[config.mk]
export PLATFORM = sky130hd
export DESIGN_NAME = deadtime_monitor
export DESIGN_NICKNAME = d
export VERILOG_FILES = /design/src/rtl/deadtime_monitor_pkg.sv /design/src/rtl/deadtime_monitor_saturating_counter.sv /design/src/rtl/deadtime_monitor.sv
export SDC_FILE = /design/constraint.sdc
export NUM_CORES = 1
export LEC_CHECK = 0
export CAP_MARGIN = 15
export CORE_ASPECT_RATIO = 1.1
export CORE_MARGIN = 4
export CORE_UTILIZATION = 57
export CTS_CLUSTER_SIZE = 12
export DETAILED_ROUTE_END_ITERATION = 8
export DONT_BUFFER_PORTS = 1
export PLACE_DENSITY = 0.72
export SLEW_MARGIN = 30
export SYNTH_ARGS = -nofsm -noshare
export SYNTH_HDL_FRONTEND = slang
export SYNTH_HIERARCHICAL = 1
export SYNTH_SLANG_ARGS = --single-unit
[constraint.sdc]
create_clock -name clock -period 2.1 [get_ports clock]
set_input_delay 0.21 -clock clock [delete_from_list [all_inputs] [get_ports clock]]
set_output_delay 0.21 -clock clock [all_outputs]
set_load 0.02 [all_outputs]
[src/rtl/deadtime_monitor_pkg.sv]
// Shared types and constants for the dead-time monitor.
package deadtime_monitor_pkg;

    // Monitor states
    typedef enum logic [2:0] {
        IDLE    = 3'd0,
        A_ON    = 3'd1,
        B_ON    = 3'd2,
        DEAD_AB = 3'd3,
        DEAD_BA = 3'd4,
        FAULT   = 3'd5
    } state_t;

    // Direction of a dead-time measurement
    localparam logic DIR_AB = 1'b0;
    localparam logic DIR_BA = 1'b1;

    // Sampled gate pair encodings, {gate_a, gate_b}
    localparam logic [1:0] GATES_OFF  = 2'b00;
    localparam logic [1:0] GATES_B    = 2'b01;
    localparam logic [1:0] GATES_A    = 2'b10;
    localparam logic [1:0] GATES_BOTH = 2'b11;

endpackage

[src/rtl/deadtime_monitor_saturating_counter.sv]
// Up-counter that sticks at all-ones instead of wrapping.
module saturating_counter #(
    parameter int unsigned width = 16
) (
    input  logic             clock,
    input  logic             reset,
    input  logic             clear,
    input  logic             inc,
    output logic [width-1:0] count
);

    localparam logic [width-1:0] COUNT_MAX = '1;

    // Clear has priority over increment; hold at COUNT_MAX
    always_ff @(posedge clock) begin
        if (!reset) begin
            count <= '0;
        end else if (clear) begin
            count <= '0;
        end else if (inc && (count != COUNT_MAX)) begin
            count <= count + width'(1);
        end
    end

endmodule

[src/rtl/deadtime_monitor.sv]
// Measures dead time between complementary gate commands and latches
// shoot-through / short-dead-time faults.
module deadtime_monitor
    import deadtime_monitor_pkg::*;
#(
    parameter int unsigned COUNTER_WIDTH = 16
) (
    input  logic                     clock,
    input  logic                     reset,
    input  logic                     enable,
    input  logic [COUNTER_WIDTH-1:0] min_deadtime,
    input  logic                     fault_clear,
    input  logic                     gate_a,
    input  logic                     gate_b,
    output logic [COUNTER_WIDTH-1:0] last_deadtime,
    output logic                     last_dir,
    output logic                     deadtime_valid,
    output logic                     shoot_through,
    output logic                     short_deadtime,
    output logic                     fault
);

    state_t                   state;
    logic                     gate_a_q;
    logic                     gate_b_q;
    logic [1:0]               sample_c;
    logic                     counter_inc_c;
    logic                     counter_clear_c;
    logic                     short_c;
    logic [COUNTER_WIDTH-1:0] count;

    // Sample stage: every decision below uses these registered copies
    always_ff @(posedge clock) begin
        if (!reset) begin
            gate_a_q <= 1'b0;
            gate_b_q <= 1'b0;
        end else begin
            gate_a_q <= gate_a;
            gate_b_q <= gate_b;
        end
    end

    assign sample_c = {gate_a_q, gate_b_q};
    assign short_c  = (count < min_deadtime);

    // Count every both-off sample that starts or extends a dead interval
    always_comb begin
        counter_inc_c = 1'b0;
        if (enable && (sample_c == GATES_OFF)) begin
            case (state)
                A_ON, B_ON, DEAD_AB, DEAD_BA: counter_inc_c = 1'b1;
                default:                      counter_inc_c = 1'b0;
            endcase
        end
    end

    assign counter_clear_c = ~counter_inc_c;

    saturating_counter #(
        .width (COUNTER_WIDTH)
    ) u_counter (
        .clock (clock),
        .reset (reset),
        .clear (counter_clear_c),
        .inc   (counter_inc_c),
        .count (count)
    );

    // Gate-sequence FSM with registered measurement and fault outputs.
    // A direct A->B (or B->A) hand-over counts as a zero-cycle dead time.
    always_ff @(posedge clock) begin
        if (!reset) begin
            state          <= IDLE;
            last_deadtime  <= '0;
            last_dir       <= DIR_AB;
            deadtime_valid <= 1'b0;
            shoot_through  <= 1'b0;
            short_deadtime <= 1'b0;
            fault          <= 1'b0;
        end else begin
            deadtime_valid <= 1'b0;
            if (!enable) begin
                state <= IDLE;
            end else begin
                case (state)
                    IDLE: begin
                        case (sample_c)
                            GATES_A:    state <= A_ON;
                            GATES_B:    state <= B_ON;
                            GATES_BOTH: begin
                                shoot_through <= 1'b1;
                                fault         <= 1'b1;
                                state         <= FAULT;
                            end
                            default:    state <= IDLE;
                        endcase
                    end
                    A_ON, DEAD_AB: begin
                        case (sample_c)
                            GATES_OFF:  state <= DEAD_AB;
                            GATES_A:    state <= A_ON;
                            GATES_B: begin
                                last_deadtime  <= count;
                                last_dir       <= DIR_AB;
                                deadtime_valid <= 1'b1;
                                if (short_c) begin
                                    short_deadtime <= 1'b1;
                                    fault          <= 1'b1;
                                end
                                state <= B_ON;
                            end
                            default: begin
                                shoot_through <= 1'b1;
                                fault         <= 1'b1;
                                state         <= FAULT;
                            end
                        endcase
                    end
                    B_ON, DEAD_BA: begin
                        case (sample_c)
                            GATES_OFF:  state <= DEAD_BA;
                            GATES_B:    state <= B_ON;
                            GATES_A: begin
                                last_deadtime  <= count;
                                last_dir       <= DIR_BA;
                                deadtime_valid <= 1'b1;
                                if (short_c) begin
                                    short_deadtime <= 1'b1;
                                    fault          <= 1'b1;
                                end
                                state <= A_ON;
                            end
                            default: begin
                                shoot_through <= 1'b1;
                                fault         <= 1'b1;
                                state         <= FAULT;
                            end
                        endcase
                    end
                    FAULT: begin
                        if (fault_clear && (sample_c == GATES_OFF)) begin
                            shoot_through  <= 1'b0;
                            short_deadtime <= 1'b0;
                            fault          <= 1'b0;
                            state          <= IDLE;
                        end
                    end
                    default: state <= IDLE;
                endcase
            end
        end
    end

endmodule

======== Word-level counts from Yosys, hierarchy flattened ========
Index checks and enable logic that the tools add are counted.
storage, ports and cells
  register bits after elaboration ......... 42
  input bits .............................. 22
  output and inout port bits .............. 21
operators by class
  add/subtract/negate cells ............... 1
  $lt $le $gt $ge ......................... 1
  equality and inequality tests ........... 16
  muxes and demuxes ....................... 28
  reductions and logical operators ........ 21
operators with widths
  cell                                                                   number
  16-bit two-way mux                                                     2
  16-bit case mux with 2 select lines                                    1
  3-bit case mux with 3 select lines                                     3
  16-bit by 1-bit adder with 16-bit output, second input constant        1
  16-bit < comparator                                                    1
  16-bit != test, second input constant                                  1
  1-bit two-way mux                                                      13
  2-bit != test, second input constant                                   6
  3-bit case mux with 4 select lines                                     1
  5-bit AND reduction                                                    2
  1-bit case mux with 2 select lines                                     4
  2-bit OR reduction                                                     4
  3-bit by 2-bit equality test with 1-bit output, second input constant  2
  3-bit equality test, second input constant                             2
  1-bit case mux with 3 select lines                                     2
  6-bit AND reduction                                                    1
  3-bit nonzero test                                                     2
  2-bit equality test, second input constant                             2
  1-bit case mux with 4 select lines                                     1
  2-bit AND reduction                                                    2
  4-bit AND reduction                                                    1
  4-bit nonzero test                                                     1
  4-bit OR reduction                                                     1
  3-bit by 1-bit equality test with 1-bit output, second input constant  1
  other kinds (8)                                                        10

======== Depth between registers and ports, before layout ========
  depth in word-level cells ............... 5
  gate-level depth with buffers ........... 9
  gate-level depth less buffers ........... 8

======== Cells and area by module ========
The synthesis kept the hierarchy.
modules (own cells, without submodules)
  module              instances  cells each  area each (sq um)
  deadtime_monitor    1          191         1647.8
  saturating_counter  1          91          864.6

======== Worst setup path before layout ========
No wires, ideal clock.
  path kind ............................... register to register
  start point ............................. register state[0]
  end point ............................... register u_counter.count[13]
  data arrival time ....................... 1883 ps
  path slack .............................. 146 ps
  stages on the path, launching flop included .. 10
  path buffers ............................ 1
  clock period less this slack ............ 1954 ps
  cells stage by stage .................... dfxtp_1 > buf_2 > nor2_1 > xnor2_1 > nand3_1 > inv_1 > and4_2 > nand3_4 > or4_1 > a21oi_1
on the way
  longest elaborated chain between the ends .. 5
  elaborated cells between the ends (all ways) .. 9
RTL lines
  item                                                                          RTL line                                   source
  start: declaration                                                            deadtime_monitor.sv:23                     state_t state;
  start signal: assignment                                                      deadtime_monitor.sv:73                     state <= IDLE;
  start signal: assignment                                                      deadtime_monitor.sv:83                     state <= IDLE;
  start signal: assignment                                                      deadtime_monitor.sv:88                     GATES_A: state <= A_ON;
  3-bit by 2-bit equality test with 1-bit output, or another cell as far along  deadtime_monitor.sv:50                     case (state)
  4-bit OR reduction (no line) (*)                                              --
  1-bit two-way mux (*)                                                         deadtime_monitor.sv:50
  1-bit two-way mux (*)                                                         deadtime_monitor.sv:49                     if (enable && (sample_c == GATES_OFF)) begin
  named net counter_inc_c                                                       deadtime_monitor.sv:27                     logic counter_inc_c;
  2-bit AND reduction (no line) or 1-bit logical AND (tied branches)            --
  end signal: assignment                                                        deadtime_monitor_saturating_counter.sv:21  count <= count + width'(1);
  end: declaration                                                              deadtime_monitor_saturating_counter.sv:9   output logic [width-1:0] count
The timed path passes the listed nets; every way through them passes the cells marked *.
A chain may end at the register's enable or synchronous reset.

======== Worst setup path after layout ========
  start point ............................. register u_counter.count[15]
  end point ............................... register fault
on the way
  longest elaborated chain between the ends .. 4
  elaborated cells between the ends (all ways) .. 5
RTL lines
  item                                                          RTL line                 source
  16-bit < comparator (*)                                       deadtime_monitor.sv:44   assign short_c = (count < min_deadtime);
  1-bit two-way mux (*)                                         --
  1-bit case mux with 2 select lines, on equally long branches  --
  1-bit case mux with 4 select lines (*)                        --
  end signal: assignment                                        deadtime_monitor.sv:79   fault <= 1'b0;
  end signal: assignment                                        deadtime_monitor.sv:92   fault <= 1'b1;
  end signal: assignment                                        deadtime_monitor.sv:108  fault <= 1'b1;
  end: declaration                                              deadtime_monitor.sv:20   output logic fault
Every way passes the cells marked *; elsewhere a longest branch is shown, timed or not.

==> impl_summary.md <==
Timing
The slew of the pin with the lowest slew margin is 0.5293 ns. Timing would allow up to 505.8 MHz. The max-slew violation count is 0. The worst pin sits at a relative slew slack of 64.25%. Setup repair after global routing left no endpoint under its margin. After routing, the total negative slack on setup checks comes to 0 ns.

The time the final worst path needs with I/O delays and setup is 1.977 ns. The hold violation count in the final report is 0. The worst path uses 94.15% of the clock period. The clock tree skew after final layout is 0.008676 ns.

Setup violations remaining at the end of the flow were counted as 0.

Placement
The placed wire-length estimate is 4.159 mm. The placer congestion estimate is 0.8255. The count of buffers from port buffering is 0. Summing all placed instances gives a cell area of 2686 µm².

Layout
The most common cell after layout, fill and taps aside is sky130_fd_sc_hd__dfxtp_1. The library cells used most frequently in the layout, excluding fill and tap cells, are sky130_fd_sc_hd__dfxtp_1 (42), sky130_fd_sc_hd__nor2_1 (24), sky130_fd_sc_hd__inv_1 (23). The antenna diode count is 0.

Relative to the synthesized area, the layout overhead comes to 10.71%. The finished cells cover 2781 µm². The proportion of layout cells with a drive suffix above 1 is 14.00%. The number of nets in the final layout is 343. In the final layout, the registers with the most flip-flops are last_deadtime (16), u_counter/count (16), state (3).

Critical path
STA classifies the critical path endpoint as a flip-flop. Counting stages on the worst path, the most repeated cell is sky130_fd_sc_hd__nand4_1. The slowest stage of the critical path is the sky130_fd_sc_hd__or4b_2 cell. Together, buffers and inverters on the worst path number 0. Traced cell by cell, the critical path runs through ha_1 > nand4_1 > nor2_1 > or4b_2 > nand4_1 > a311oi_1. Across all register-to-register paths, the minimum setup slack is 0.12 ns. The kind of cell with the highest combined delay along the critical path is simple AND/OR/NAND/NOR gates. The kind of launch point of the worst setup path is a flip-flop. The setup path with the least slack is of type flip-flop to flip-flop.

The largest stage delay on the critical path is 0.61 ns. The arrival time of data at the critical path endpoint is 2.14 ns. The capture point of the worst reg-to-reg path is fault$_SDFFE_PN0P_.

For the worst setup path, the data required time is 2.26 ns. Along the worst path, the maximum fanout reaches 2. The startpoint of the lowest-slack register-to-register path is u_counter/count[15]$_SDFFE_PP0P_. The number of cells on the worst reg-to-reg path is 6.

Pwr
The standby leakage power is 1.248 nW. The power per standard cell area is 517.3 nW/µm². Across the VDD grid, the largest voltage drop is 0.2683 mV. The design draws 0.001439 W.

Clock tree
No sink is reached through more buffers than the 2 on the longest clock path. After clock tree synthesis, the clock-pin slew on the worst setup and hold paths is 0.08 ns. The count of clock tree sinks is 42.

The later pin in the worst-skew pair is clocked with a latency of 0.30 ns. The number of hold-repair buffers added at the cts stage is 0. The post-CTS setup buffer count is 0. TritonCTS built the clock tree. The deepest level of the CTS H-tree is 2. CTS placed an instance of sky130_fd_sc_hd__clkbuf_8 at the clock tree root. The number of buffers created by CTS is 5.

Worst hold path
The startpoint identified for the worst hold timing path is reset. The class of the worst hold path is input port to flip-flop. Along the worst hold path, the cell count comes to 1. For hold timing, the worst endpoint is gate_b_q$_SDFF_PN0_.

Synthesis
The number of standard cells after synthesis is 282. The number of nets in the synthesized netlist is 326. The synthesized flop and latch total is 42. The cell area after synthesis is 2512 µm². In this run, distinct cell masters in the synthesized netlist total 57.

The portion of the post-synthesis area used by sequential elements is 33.47%. Dividing the synthesized area by the synthesized cell count gives 8.909 µm². The count of synthesis-stage warnings from yosys is 6. Of all flip-flops after synthesis, the portion carrying an async set or reset was 0%. In this run, synthesis inferred 0 flip-flops with an integrated enable.

The prevailing post-synth register cell is sky130_fd_sc_hd__dfxtp_1.

Run status
The flow ran to the end, and the final reports show no timing, DRC or antenna violations.

Floorplanning
The die is 71.30 µm wide. The number of top-level design ports is 43. The core region is 4285 µm². The full die area is 5535 µm². The effective utilization at floorplan is 58.63%.

The die boundary height is 77.63 µm. The floorplan has 25 rows.

Routing
The initial DRC count is 73. Before antenna repair, the detailed router went through 4 iterations. The via density per instance is 5.907. The detailed-route DRC error count is 0. The detail route stage leaves a number of antenna-violating nets equal to 0. In the final routed layout, each cell accounts on average for 15.51 µm. For this block, the routed nets add up to 5.489 mm of wire. The vias after detailed routing is 2091.

Global routing
The number of antenna violations at the first check in global routing is 0. The busiest metal layer after global routing is met2. The met3 capacity usage during global routing is 5.311%. Entering global routing, the biggest net connects 25 pins. Global routing consumed, over all layers together, 20.77% of the routing resources. The fraction of met1 tracks used by global routing is 26.96%. Global routing consumed, on the met2 layer, 33.64% of the routing resources.

The total grt overflow is 0. The first global-routing pass estimated 9.232 mm of wire. The via count of the first global-routing pass is 1976.

Flow run
The max-cap check violation count is 0.
-- through the flow --
stage / hold slack [ns] / util (%) / cells / setup slack [ns]
floorplan: 0.3373 / - / 282 / 0.1460
global placement: 0.3388 / 62.69 / 346 / 0.1186
detailed placement: 0.3392 / 62.69 / 346 / 0.01378
CTS: 0.02660 / 64.70 / 354 / 0.006563
global route: 0.03227 / 64.91 / 354 / 0.005877
finish: 0.03308 / 64.91 / 354 / 0.1228
-- area by class of cell --
class	count	area (µm²)
inverter	24	90.09
clock buffer	6	72.57
fill	373	1504
timing repair buffer	20	150.1
tap	54	67.56
clock inverter	2	13.76
sequential	42	840.8
multi-input combinational	206	1546
-- layer usage --
layer  wire length (µm)  part of all wire, %
met5                  0                    0
met4                 95                  1.7
met1               2478                   45
met3                369                  6.7
met2               2546                   46
-- cells by family after synthesis --
| kind of cell | synth area share, % |
|---|---|
| and+or+nand+nor | 25.15 |
| AOI/OAI and AO/OA | 16.63 |
| DFF | 33.47 |
| buffers and inverters | 5.329 |
| adders and majority gates | 10.96 |
| muxes | 6.374 |
| xor gates and xnor gates | 2.092 |
-- cells in the mapped netlist, drive strengths merged (2+ instances only) --
cell    instances  area [µm²]
xnor2           3       26.28
o21ai          10       50.05
a31oi           3       18.77
ha             22       275.3
clkbuf          6       22.52
and2            5       31.28
nor2           24       90.09
buf             4       21.27
o41ai           4       53.81
o21bai          2       15.01
a21oi          10       50.05
xor2            3       26.28
o21a            2       15.01
mux2i          16       160.2
and4            3       28.78
o31ai           4       43.79
nand4           9       86.33
nor4            3       18.77
o211ai          2       15.01
nand3b          2       15.01
dfxtp          42       840.8
nand2b          5       31.28
nand3          10       62.56
nor3            3       20.02
or4             2       15.01
nor2b          16       100.1
nor3b           2       15.01
o311ai          3       33.79
nand2          16       67.56
a21boi          2       15.02
a211oi          4       30.03
inv            24       90.09
or3             3       18.77
-- worst max path at each step --
stage	from	end	slack, ns	cells past startpoint
5_1_grt	state[0]$_SDFFE_PN0N_	u_counter/count[13]$_SDFFE_PP0P_	0.006	8
4_1_cts	gate_a_q$_SDFF_PN0_	u_counter/count[13]$_SDFFE_PP0P_	0.007	8
3_5_place_dp	gate_a_q$_SDFF_PN0_	u_counter/count[13]$_SDFFE_PP0P_	0.01	8
6_report	u_counter/count[15]$_SDFFE_PP0P_	fault$_SDFFE_PN0P_	0.12	6
3_3_place_gp	gate_a_q$_SDFF_PN0_	u_counter/count[9]$_SDFFE_PP0P_	0.12	8
2_1_floorplan	state[0]$_SDFFE_PN0N_	u_counter/count[13]$_SDFFE_PP0P_	0.15	9
-- power by group --
part | switching [W] | internal (W)
clock network | 0.000288 | 0.000235
registers | 0.00000810 | 0.000802
logic | 0.0000574 | 0.0000481
-- repair_timing --
action | 4_1_cts | 5_1_grt
endpoints found under the hold margin | 0 | 0
endpoints found under the setup margin | 0 | 7
resized for setup | 0 | 4
(Power assumes the default switching activity.)
